[config.mk]
export PLATFORM = sky130hd
export DESIGN_NAME = fp_add_align_pipe
export DESIGN_NICKNAME = d
export VERILOG_FILES = /design/src/rtl/fp_mac_pkg.sv /design/src/rtl/fp_add_align_pipe_shift_sticky.sv /design/src/rtl/fp_add_align_pipe.sv
export SDC_FILE = /design/constraint.sdc
export NUM_CORES = 1
export LEC_CHECK = 0
export CAP_MARGIN = 20
export CORE_UTILIZATION = 40
export CTS_CLUSTER_DIAMETER = 80
export DETAILED_ROUTE_END_ITERATION = 10
export PLACE_DENSITY = 0.64
export SYNTH_ARGS = -nofsm -noshare
export SYNTH_HDL_FRONTEND = slang
export SYNTH_SLANG_ARGS = --single-unit
export TNS_END_PERCENT = 1
[constraint.sdc]
create_clock -name clock -period 2.45 [get_ports clock]
set_input_delay 0.49 -clock clock [delete_from_list [all_inputs] [get_ports clock]]
set_output_delay 0.49 -clock clock [all_outputs]
set_load 0.01 [all_outputs]
[src/rtl/fp_mac_pkg.sv]
// Shared definitions for the MAC floating-point datapath: default field widths,
// aligned-mantissa width and exponent decoding helpers.
package fp_mac_pkg;

  localparam int DEF_EXP_W = 8;
  localparam int DEF_MAN_W = 23;
  localparam int GRS_W     = 3;

  // Wide enough for any supported exponent; slice down to EXP_W at the use site.
  localparam logic [30:0] EXP_ALL_ONES = '1;

  // Aligned mantissa is {hidden, fraction, guard, round, sticky}.
  function automatic int aligned_w(input int man_w);
    return man_w + GRS_W + 1;
  endfunction

  // Subnormals (exponent 0) behave as exponent 1 with no hidden bit.
  function automatic logic [30:0] eff_exp(input logic [30:0] ex);
    return (ex == '0) ? 31'd1 : ex;
  endfunction

  function automatic logic hidden_bit(input logic [30:0] ex);
    return |ex;
  endfunction

endpackage

[src/rtl/fp_add_align_pipe_shift_sticky.sv]
// Combinational right shift that folds every bit shifted out into bit 0 (sticky).
module fp_shift_sticky #(
  parameter int AW   = 27,
  parameter int SH_W = 5
) (
  input  logic [AW-1:0]   din,
  input  logic [SH_W-1:0] shamt,
  output logic [AW-1:0]   dout
);

  logic [AW-1:0] shifted;
  logic [AW-1:0] lost_mask;
  logic          sticky;

  // A shift of AW or more leaves shifted at zero and makes the mask all ones,
  // so the saturating case collapses to {zeros, OR(din)} without a special path.
  assign shifted   = din >> shamt;
  assign lost_mask = ~({AW{1'b1}} << shamt);
  assign sticky    = |(din & lost_mask);
  assign dout      = {shifted[AW-1:1], shifted[0] | sticky};

endmodule

[src/rtl/fp_add_align_pipe.sv]
// Two-stage valid/ready alignment front end for the FP adder: magnitude compare
// and swap in stage 1, sticky-preserving mantissa alignment in stage 2.
module fp_add_align_pipe
  import fp_mac_pkg::*;
#(
  parameter int  EXP_W = DEF_EXP_W,
  parameter int  MAN_W = DEF_MAN_W,
  localparam int AW    = aligned_w(MAN_W)
) (
  input  logic             clock,
  input  logic             resetn,
  input  logic             flush,
  input  logic             in_valid,
  output logic             in_ready,
  input  logic             op_sub,
  input  logic             s_a,
  input  logic             s_b,
  input  logic [EXP_W-1:0] ex_a,
  input  logic [EXP_W-1:0] ex_b,
  input  logic [MAN_W-1:0] man_a,
  input  logic [MAN_W-1:0] man_b,
  output logic             out_valid,
  input  logic             out_ready,
  output logic             sign_big,
  output logic             sign_small,
  output logic             eff_sub,
  output logic [EXP_W-1:0] current_ex,
  output logic [AW-1:0]    man_big,
  output logic [AW-1:0]    man_small,
  output logic             special,
  output logic             a_is_big
);

  localparam int SH_W = $clog2(AW + 1);

  logic v1, v2;
  logic adv2, take_in, load1, load2;

  assign adv2      = ~v2 | out_ready;
  assign in_ready  = ~v1 | adv2;
  assign take_in   = in_valid & in_ready;
  assign load1     = take_in & ~flush;
  assign load2     = v1 & adv2;
  assign out_valid = v2;

  always_ff @(posedge clock or negedge resetn) begin
    if (!resetn) begin
      v1 <= 1'b0;
      v2 <= 1'b0;
    end else if (flush) begin
      v1 <= 1'b0;
      v2 <= 1'b0;
    end else begin
      if (load1)      v1 <= 1'b1;
      else if (load2) v1 <= 1'b0;
      if (load2)          v2 <= 1'b1;
      else if (out_ready) v2 <= 1'b0;
    end
  end

  // ---- stage 0 -> 1: decode, magnitude compare, swap ----
  logic [EXP_W-1:0] ea_eff, eb_eff;
  logic             hid_a, hid_b, a_big, sb_eff, special_c;

  assign ea_eff    = EXP_W'(eff_exp(31'(ex_a)));
  assign eb_eff    = EXP_W'(eff_exp(31'(ex_b)));
  assign hid_a     = hidden_bit(31'(ex_a));
  assign hid_b     = hidden_bit(31'(ex_b));
  assign sb_eff    = s_b ^ op_sub;
  assign a_big     = (ex_a > ex_b) || ((ex_a == ex_b) && (man_a >= man_b));
  assign special_c = (ex_a == EXP_ALL_ONES[EXP_W-1:0]) || (ex_b == EXP_ALL_ONES[EXP_W-1:0]);

  logic             a_big_p1, s_big_p1, s_small_p1, special_p1;
  logic [EXP_W-1:0] ex_big_p1, diff_p1;
  logic [MAN_W:0]   man_big_p1, man_small_p1;

  always_ff @(posedge clock) begin
    if (take_in) begin
      a_big_p1   <= a_big;
      special_p1 <= special_c;
      if (a_big) begin
        s_big_p1     <= s_a;
        s_small_p1   <= sb_eff;
        ex_big_p1    <= ea_eff;
        diff_p1      <= ea_eff - eb_eff;
        man_big_p1   <= {hid_a, man_a};
        man_small_p1 <= {hid_b, man_b};
      end else begin
        s_big_p1     <= sb_eff;
        s_small_p1   <= s_a;
        ex_big_p1    <= eb_eff;
        diff_p1      <= eb_eff - ea_eff;
        man_big_p1   <= {hid_b, man_b};
        man_small_p1 <= {hid_a, man_a};
      end
    end
  end

  // ---- stage 1 -> 2: clamp shift and align small mantissa ----
  logic [SH_W-1:0] shift_c;
  logic [AW-1:0]   aligned_c;

  assign shift_c = (32'(diff_p1) >= AW) ? SH_W'(AW) : SH_W'(diff_p1);

  fp_shift_sticky #(
    .AW   (AW),
    .SH_W (SH_W)
  ) u_shift (
    .din   ({man_small_p1, 3'b000}),
    .shamt (shift_c),
    .dout  (aligned_c)
  );

  logic             a_big_p2, s_big_p2, s_small_p2, eff_sub_p2, special_p2;
  logic [EXP_W-1:0] ex_p2;
  logic [AW-1:0]    man_big_p2, man_small_p2;

  always_ff @(posedge clock or negedge resetn) begin
    if (!resetn) begin
      a_big_p2     <= 1'b0;
      s_big_p2     <= 1'b0;
      s_small_p2   <= 1'b0;
      eff_sub_p2   <= 1'b0;
      special_p2   <= 1'b0;
      ex_p2        <= '0;
      man_big_p2   <= '0;
      man_small_p2 <= '0;
    end else if (load2) begin
      a_big_p2     <= a_big_p1;
      s_big_p2     <= s_big_p1;
      s_small_p2   <= s_small_p1;
      eff_sub_p2   <= s_big_p1 ^ s_small_p1;
      special_p2   <= special_p1;
      ex_p2        <= ex_big_p1;
      man_big_p2   <= {man_big_p1, 3'b000};
      man_small_p2 <= aligned_c;
    end
  end

  assign a_is_big   = a_big_p2;
  assign sign_big   = s_big_p2;
  assign sign_small = s_small_p2;
  assign eff_sub    = eff_sub_p2;
  assign special    = special_p2;
  assign current_ex = ex_p2;
  assign man_big    = man_big_p2;
  assign man_small  = man_small_p2;

endmodule

==> results.toml, run 1 <==
[yosys]
synth_area_leaders = "edfxtp_1, dfrtp_1, nand2_1, ha_1, mux2i_1"
synth-compound-area-share = 0.146
synthCells = 897
synth_seq_area_share = 0.439
avgSynthCellArea_um2 = 9.38
yosys.area.top_type_share = 0.243
netlist.top_cell.by_area = "edfxtp_1"
ys_async_sr_fraction = 0.493
synthFlopType = "edfxtp_1"
synth_xor_area_frac = 0.00937
synthesis.area_um2 = 8410
ys_ff_latch = 134
yosysWarnings = 0
yosys.area_share.simple = 0.160
synth_adder_area_share = 0.0717
synth_top_family_by_area = "simple AND/OR/NAND/NOR gates"
synth_mux_area_frac = 0.113
synth-edff-count = 68
synth_cell_types = 62

[die]
die-area_um2 = 21600
row_count = 52
dieWidth_um = 147
core_um2 = 20400
ios = 139
die_h_um = 147
start_util = 0.412

[run]
maxCapViolCount = 0

[cells_and_area]
regArea_um2 = 3690
multi_input_area_um2 = 4710
instances_no_fill = 1454
final_area_um2 = 12500
fillers = 1712
syn_to_final_growth_pct = 48.6
nNetsFinal = 1288
diodes = 0
final_layout_size_suffix_gt1_frac = 0.282

[routing]
ant_nets = 0
routed-via-count = 7696
drc = 0
wirelength_um = 26000
vias_per_cell = 5.29
drt-initial-drc-count = 420
drt_pre_antenna_iters = 5
wire_per_inst_um = 17.9

[global_route]
grt_start_max_net_pins = 40
antenna_found_initial = 0
grt_pass1_wl_um = 41900
grt.overflow.total = 0
grt_pass1_vias = 7750
grt_usage = 0.249

[clock_tree]
clock_latency_ns = 0.42
cts_tree = "built"
cts_sinks = 134
ctsHtreeMaxLevel = 4
cts_buffers = 17
root_buffer = "clkbuf_16"
cts_hold_buf = 0
clockBufferDepth = 2
clkTransAtPathRegs_ns = 0.06

[setup_path]
path_max_fanout = 8
critPathKind = "flip-flop to flip-flop"
crit_start = "diff_p1[5]"
arrival_ns = 2.96
crit_required_ns = 2.75
reg2reg_to = "man_small[4]"
r2r-start = "diff_p1[5]"
r2r_cells = 9
start_kind = "flip-flop"
cp-end-kind = "flip-flop"
reg2reg_slack_ns = -0.21
crit_end = "man_small[4]"

[place]
placed_cell_area_um2 = 11200
hpwl_um = 18700
dpl.cell_count = 1404
io_buffer_count = 135
pre_cts_ws_ns = -1.33
gp_congestion = 0.951

[run_status]
outcome = "finished, violations left"
violations = "negative hold slack, negative setup slack"

[timing]
clock.fmax_mhz = 376
hold-worst-slack_ns = -0.00465
fin_crit_ns = 2.66
finalSetupViolations = 62
hold_viol_final = 3
rsz0062_at_grt = "yes"
min_period_over_period = 1.08
slew_viol_final = 0
setup_slack_ns = -0.207
skew_ns = 0.0113

[power]
powerDensity_nw_per_um2 = 623
peakVddDrop_v = 0.000448
leakagePower_nw = 5.58

[min_path]
hp-class = "input port to async pin"
-- per-stage QoR --
stage / setup TNS, ns / total power [mW] / utilization
detailed placement: -85.56 / 5.01 / 0.549
floorplan: -11.41 / 3.90 / -
finish: -5.21 / 7.78 / 0.612
global route: -11.37 / 8.17 / 0.612
global placement: -83.70 / 4.98 / 0.549
CTS: -5.42 / 7.79 / 0.609
-- Yosys cell counts, drive strengths merged (2+ instances only) --
library cell	number
a2111oi	2
a211oi	8
a21o	8
a21oi	42
a221oi	3
a22o	9
a22oi	7
a31oi	10
a32o	4
a32oi	2
and2	2
and3	5
buf	24
clkbuf	39
dfrtp	66
edfxtp	68
fa	2
ha	45
inv	55
mux2	29
mux2i	42
mux4	8
nand2	206
nand2b	7
nand3	13
nand4	10
nor2	41
nor2b	7
nor3	8
nor4	7
o211ai	4
o21ai	72
o22ai	8
o31a	3
o31ai	3
o41ai	3
or3	4
xnor2	5
xor2	4
-- worst max-delay path, cell delays in order (launching register included) --
cell and delay, ns:
edfxtp_1 0.38, or3_4 0.43, or3_4 0.40, bufbuf_16 0.30, a22oi_2 0.20, buf_4 0.14
a211oi_1 0.06, a21oi_1 0.21, a21oi_1 0.11, a221o_1 0.32
-- routing by layer --
layer  GRT usage  vias to the layer above  share of wire
li1            -                     3737              -
met1       0.344                     3716           0.47
met2       0.398                      212           0.47
met3      0.0391                       31          0.040
met4      0.0840                        0          0.021
met5           0                        -              0
-- flip-flops by register name, summed over array words and instances (netlist names) --
register	cells
s_small_p1	1
out_valid	1
man_small	27
a_big_p1	1
eff_sub	1
a_is_big	1
s_big_p1	1
special_p1	1
man_big	24
sign_small	1
man_big_p1	24
man_small_p1	24
diff_p1	8
sign_big	1
v1	1
current_ex	8
ex_big_p1	8
special	1
-- cells by family (layout without fill, tap and decap cells) --
kind of cell,Yosys count,after routing
buffers and inverters,118,403
DFF,134,134
adders and majority gates,47,47
xor gates and xnor gates,9,9
muxes,79,79
AOI/OAI and AO/OA,196,196
and+or+nand+nor,313,313
other,1,3
-- layout by cell type, fill, tap and decap left out, types with 14 or more instances in the layout --
cell type,synthesis,routed
dfrtp_1,66,66
edfxtp_1,68,68
buf_4,5,155
ha_1,45,32
buf_12,1,14
o21ai_0,69,63
mux2i_1,41,37
dlygate4sd2_1,0,43
mux2_2,29,19
clkbuf_16,0,18
inv_1,55,42
a21oi_1,42,34
nand2_1,206,206
clkdlybuf4s50_1,0,74
nor2_1,41,40
-- where the power goes --
| part | switching [mW] | total, mW | internal (mW) |
|---|---|---|---|
| Sequential | 0.178 | 2.85 | 2.67 |
| Clock | 1.04 | 2.53 | 1.49 |
| Combinational | 1.16 | 2.40 | 1.24 |
| Total | 2.38 | 7.78 | 5.41 |
-- worst min-delay path by stage --
stage / from / end / cells after the start
after floorplan: resetn / a_is_big / 0
after CTS: resetn / man_big[13] / 1
after detailed placement: man_big_p1[3] / man_big[6] / 2
after global routing: resetn / man_big[13] / 1
after global placement: man_big_p1[2] / man_big[5] / 2
final: resetn / man_big[13] / 1
-- timing repair --
item                                    in CTS  in global routing
endpoints found under the setup margin      87                 83
setup buffers                               12                  1
cloned                                       6                  0
resized for setup                          171                 26
pin swaps                                   42                 11
-- layout make-up --
class | count | area share
clock inverter | 13 | 0.00911
clock buffer | 19 | 0.0371
tap | 270 | 0.0270
inverter | 55 | 0.0165
multi-input combinational | 647 | 0.377
timing repair buffer | 316 | 0.238
sequential | 134 | 0.296
No activity file was read; power rests on OpenSTA's default activity.
==> run 2: changes to the inputs <==
--- a/config.mk
+++ b/config.mk
@@ -7,7 +7,8 @@
 export LEC_CHECK = 0
 export CAP_MARGIN = 20
 export CORE_UTILIZATION = 40
-export CTS_CLUSTER_DIAMETER = 80
+export CTS_BUF_LIST = sky130_fd_sc_hd__clkbuf_4
+export CTS_CLUSTER_DIAMETER = 40
 export DETAILED_ROUTE_END_ITERATION = 10
 export PLACE_DENSITY = 0.64
 export SYNTH_ARGS = -nofsm -noshare
==> run 2 against run 1 <==
  * The flow finishes with violations (negative setup slack)
  * Sequential share of layout area is 0.29 points higher
  * Sequential power hardly changed
  * Hold slack better by 0.29 ns
  * Final cell count is 0.21% lower
  * Core utilization is 0.60 points lower
  * Non-clock buffer count is 4 lower
  * Critical path depth stayed put
  * Fmax is 1.5% lower
  * Power is 13% lower
  * Critical endpoint unchanged
  * Largest cell class unchanged
  * Highest routed layer unchanged
==> results.toml, run 2 (synthesis results as in run 1) <==
[run_status]
outcome = "finished, violations left"
violations = "negative setup slack"

[timing]
clock.fmax_mhz = 371
hold-worst-slack_ns = 0.284
skew_ns = 0.0230
tns_ns = -3.02
min_period_over_period = 1.10
finalSetupViolations = 29
setup_slack_ns = -0.248
fin_crit_ns = 2.70
hold_viol_final = 0
slew_viol_final = 0
rsz0062_at_grt = "yes"

[setup_path]
r2r-start = "diff_p1[6]"
r2r_cells = 9
reg2reg_slack_ns = -0.25
crit_required_ns = 2.91
crit_chain = "or3_4 -> or3_4 -> bufbuf_16 -> a22oi_2 -> buf_4 -> a211oi_1 -> a21oi_1 -> a21oi_1 -> a221o_1"
critPathSlowestCell = "or3_4"
critPathMaxStageDelay_ns = 0.44
reg2reg_to = "man_small[4]"
path_max_fanout = 8
critPathKind = "flip-flop to flip-flop"
arrival_ns = 3.16
cp-end-kind = "flip-flop"
start_kind = "flip-flop"

[routing]
drt_pre_antenna_iters = 7
routed-via-count = 7727
drt-initial-drc-count = 405
vias_per_cell = 5.33
wire_per_inst_um = 17.9
wirelength_um = 25900
drc = 0
ant_nets = 0

[die]
dieWidth_um = 147
die_h_um = 147
ios = 139
die-area_um2 = 21600
row_count = 52
core_um2 = 20400
start_util = 0.412

[global_route]
grt_pass1_wl_um = 41100
grt.overflow.total = 0
antenna_found_initial = 1
grt_usage = 0.243
grt_start_max_net_pins = 40
grt_pass1_vias = 7697

[clock_tree]
clockBufferDepth = 2
cts_tree = "built"
cts_buffers = 17
cts_sinks = 134
clkTransAtPathRegs_ns = 0.12
ctsHtreeMaxLevel = 4
root_buffer = "clkbuf_4"
clock_latency_ns = 0.57

[power]
clkPwrFrac = 0.226
peakVddDrop_v = 0.000298
intPower_mw = 4.54
swShare = 0.333
leakagePower_nw = 5.69
power_frac_seq = 0.418
finalPower_mw = 6.80
pwr-share-comb = 0.356
p_switching_mw = 2.27
powerDensity_nw_per_um2 = 550

[place]
gp_congestion = 0.951
io_buffer_count = 135
pre_cts_ws_ns = -1.33
hpwl_um = 18700
placed_cell_area_um2 = 11200

[min_path]
holdPathStages = 2
hold_path_end = "man_small_p1[1]"
hp-class = "input port to flip-flop"
min_from = "man_b[1]"

[run]
maxCapViolCount = 0

[cells_and_area]
nNetsFinal = 1284
layout_commonest_cell = "nand2_1"
final_layout_size_suffix_gt1_frac = 0.287
syn_to_final_growth_pct = 47.1
final_area_um2 = 12400
largest_register_ffs = 27
layout_common_cells = "nand2_1, buf_4, clkdlybuf4s50_1"
## run 2: cell count changes in the layout (fill, tap and decap cells not counted), moves of 4 or more
| cell | before | now |
|---|---|---|
| ha_1 | 32 | 28 |
| mux2_2 | 19 | 26 |
| mux2_4 | 10 | 3 |
| clkdlybuf4s15_1 | 8 | 1 |
| clkbuf_4 | 0 | 17 |
| dlygate4sd2_1 | 43 | 16 |
| dlymetal6s2s_1 | 0 | 37 |
| ha_4 | 13 | 17 |
| buf_4 | 155 | 147 |
| buf_6 | 5 | 9 |
| clkbuf_16 | 18 | 0 |
## run 2: final cells by class
cell class / count / area [µm²]
repair buffers: 312 / 3090
multi-input cells: 647 / 4770
fillers: 1733 / 8050
inverters: 55 / 206
flip-flops and latches: 134 / 3690
diodes: 1 / 2.50
clock buffers: 17 / 128
clock inverters: 15 / 148
well taps: 270 / 338
## run 2: metrics by stage
step,instances,utilization
final,1451,0.606
after global routing,1451,0.606
after CTS,1449,0.590
after detailed placement,1404,0.549
after global placement,1404,0.549
after floorplan,899,-
## run 2: worst max-delay path, delay by kind of cell, from the launching register on
| family | cells | cell delay (ns) |
|---|---|---|
| flops | 1 | 0.40 |
| buf+inv | 2 | 0.44 |
| simple gates | 2 | 0.87 |
| compound gates | 5 | 0.90 |
## run 2: metal layers
layer | track usage | up-vias | wire (µm)
li1 | - | 3721 | -
met1 | 0.334 | 3723 | 11900
met2 | 0.391 | 251 | 12300
met3 | 0.0376 | 32 | 1290
met4 | 0.0866 | 0 | 527
met5 | 0 | - | 0
## run 2: worst max path at each step
stage | startpoint | end | slack [ns]
5_1_grt | diff_p1[7] | man_small[3] | -0.33
6_report | diff_p1[6] | man_small[4] | -0.25
4_1_cts | diff_p1[5] | man_small[4] | -0.20
3_3_place_gp | man_b[4] | man_small_p1[1] | -1.28
3_5_place_dp | man_b[4] | man_big_p1[12] | -1.33
2_1_floorplan | man_b[1] | man_small_p1[10] | -0.20
## run 2: power by group through the flow
stage / clock, mW / combinational (mW) / sequential, mW
after global placement: 0 / 2.10 / 2.89
final: 1.54 / 2.42 / 2.84
after global routing: 1.67 / 2.61 / 2.88
after floorplan: 0 / 0.993 / 2.91
after detailed placement: 0 / 2.13 / 2.88
after CTS: 1.57 / 2.34 / 2.84
## run 2: timing repair
| item | 4_1_cts | 5_1_grt |
|---|---|---|
| gates resized for setup | 93 | 96 |
| endpoints found under the hold margin | 27 | 0 |
| hold buffers | 1 | 0 |
| pin swaps | 29 | 26 |
| setup endpoints to repair | 87 | 88 |
| gates cloned | 6 | 0 |
| buffers inserted | 7 | 1 |
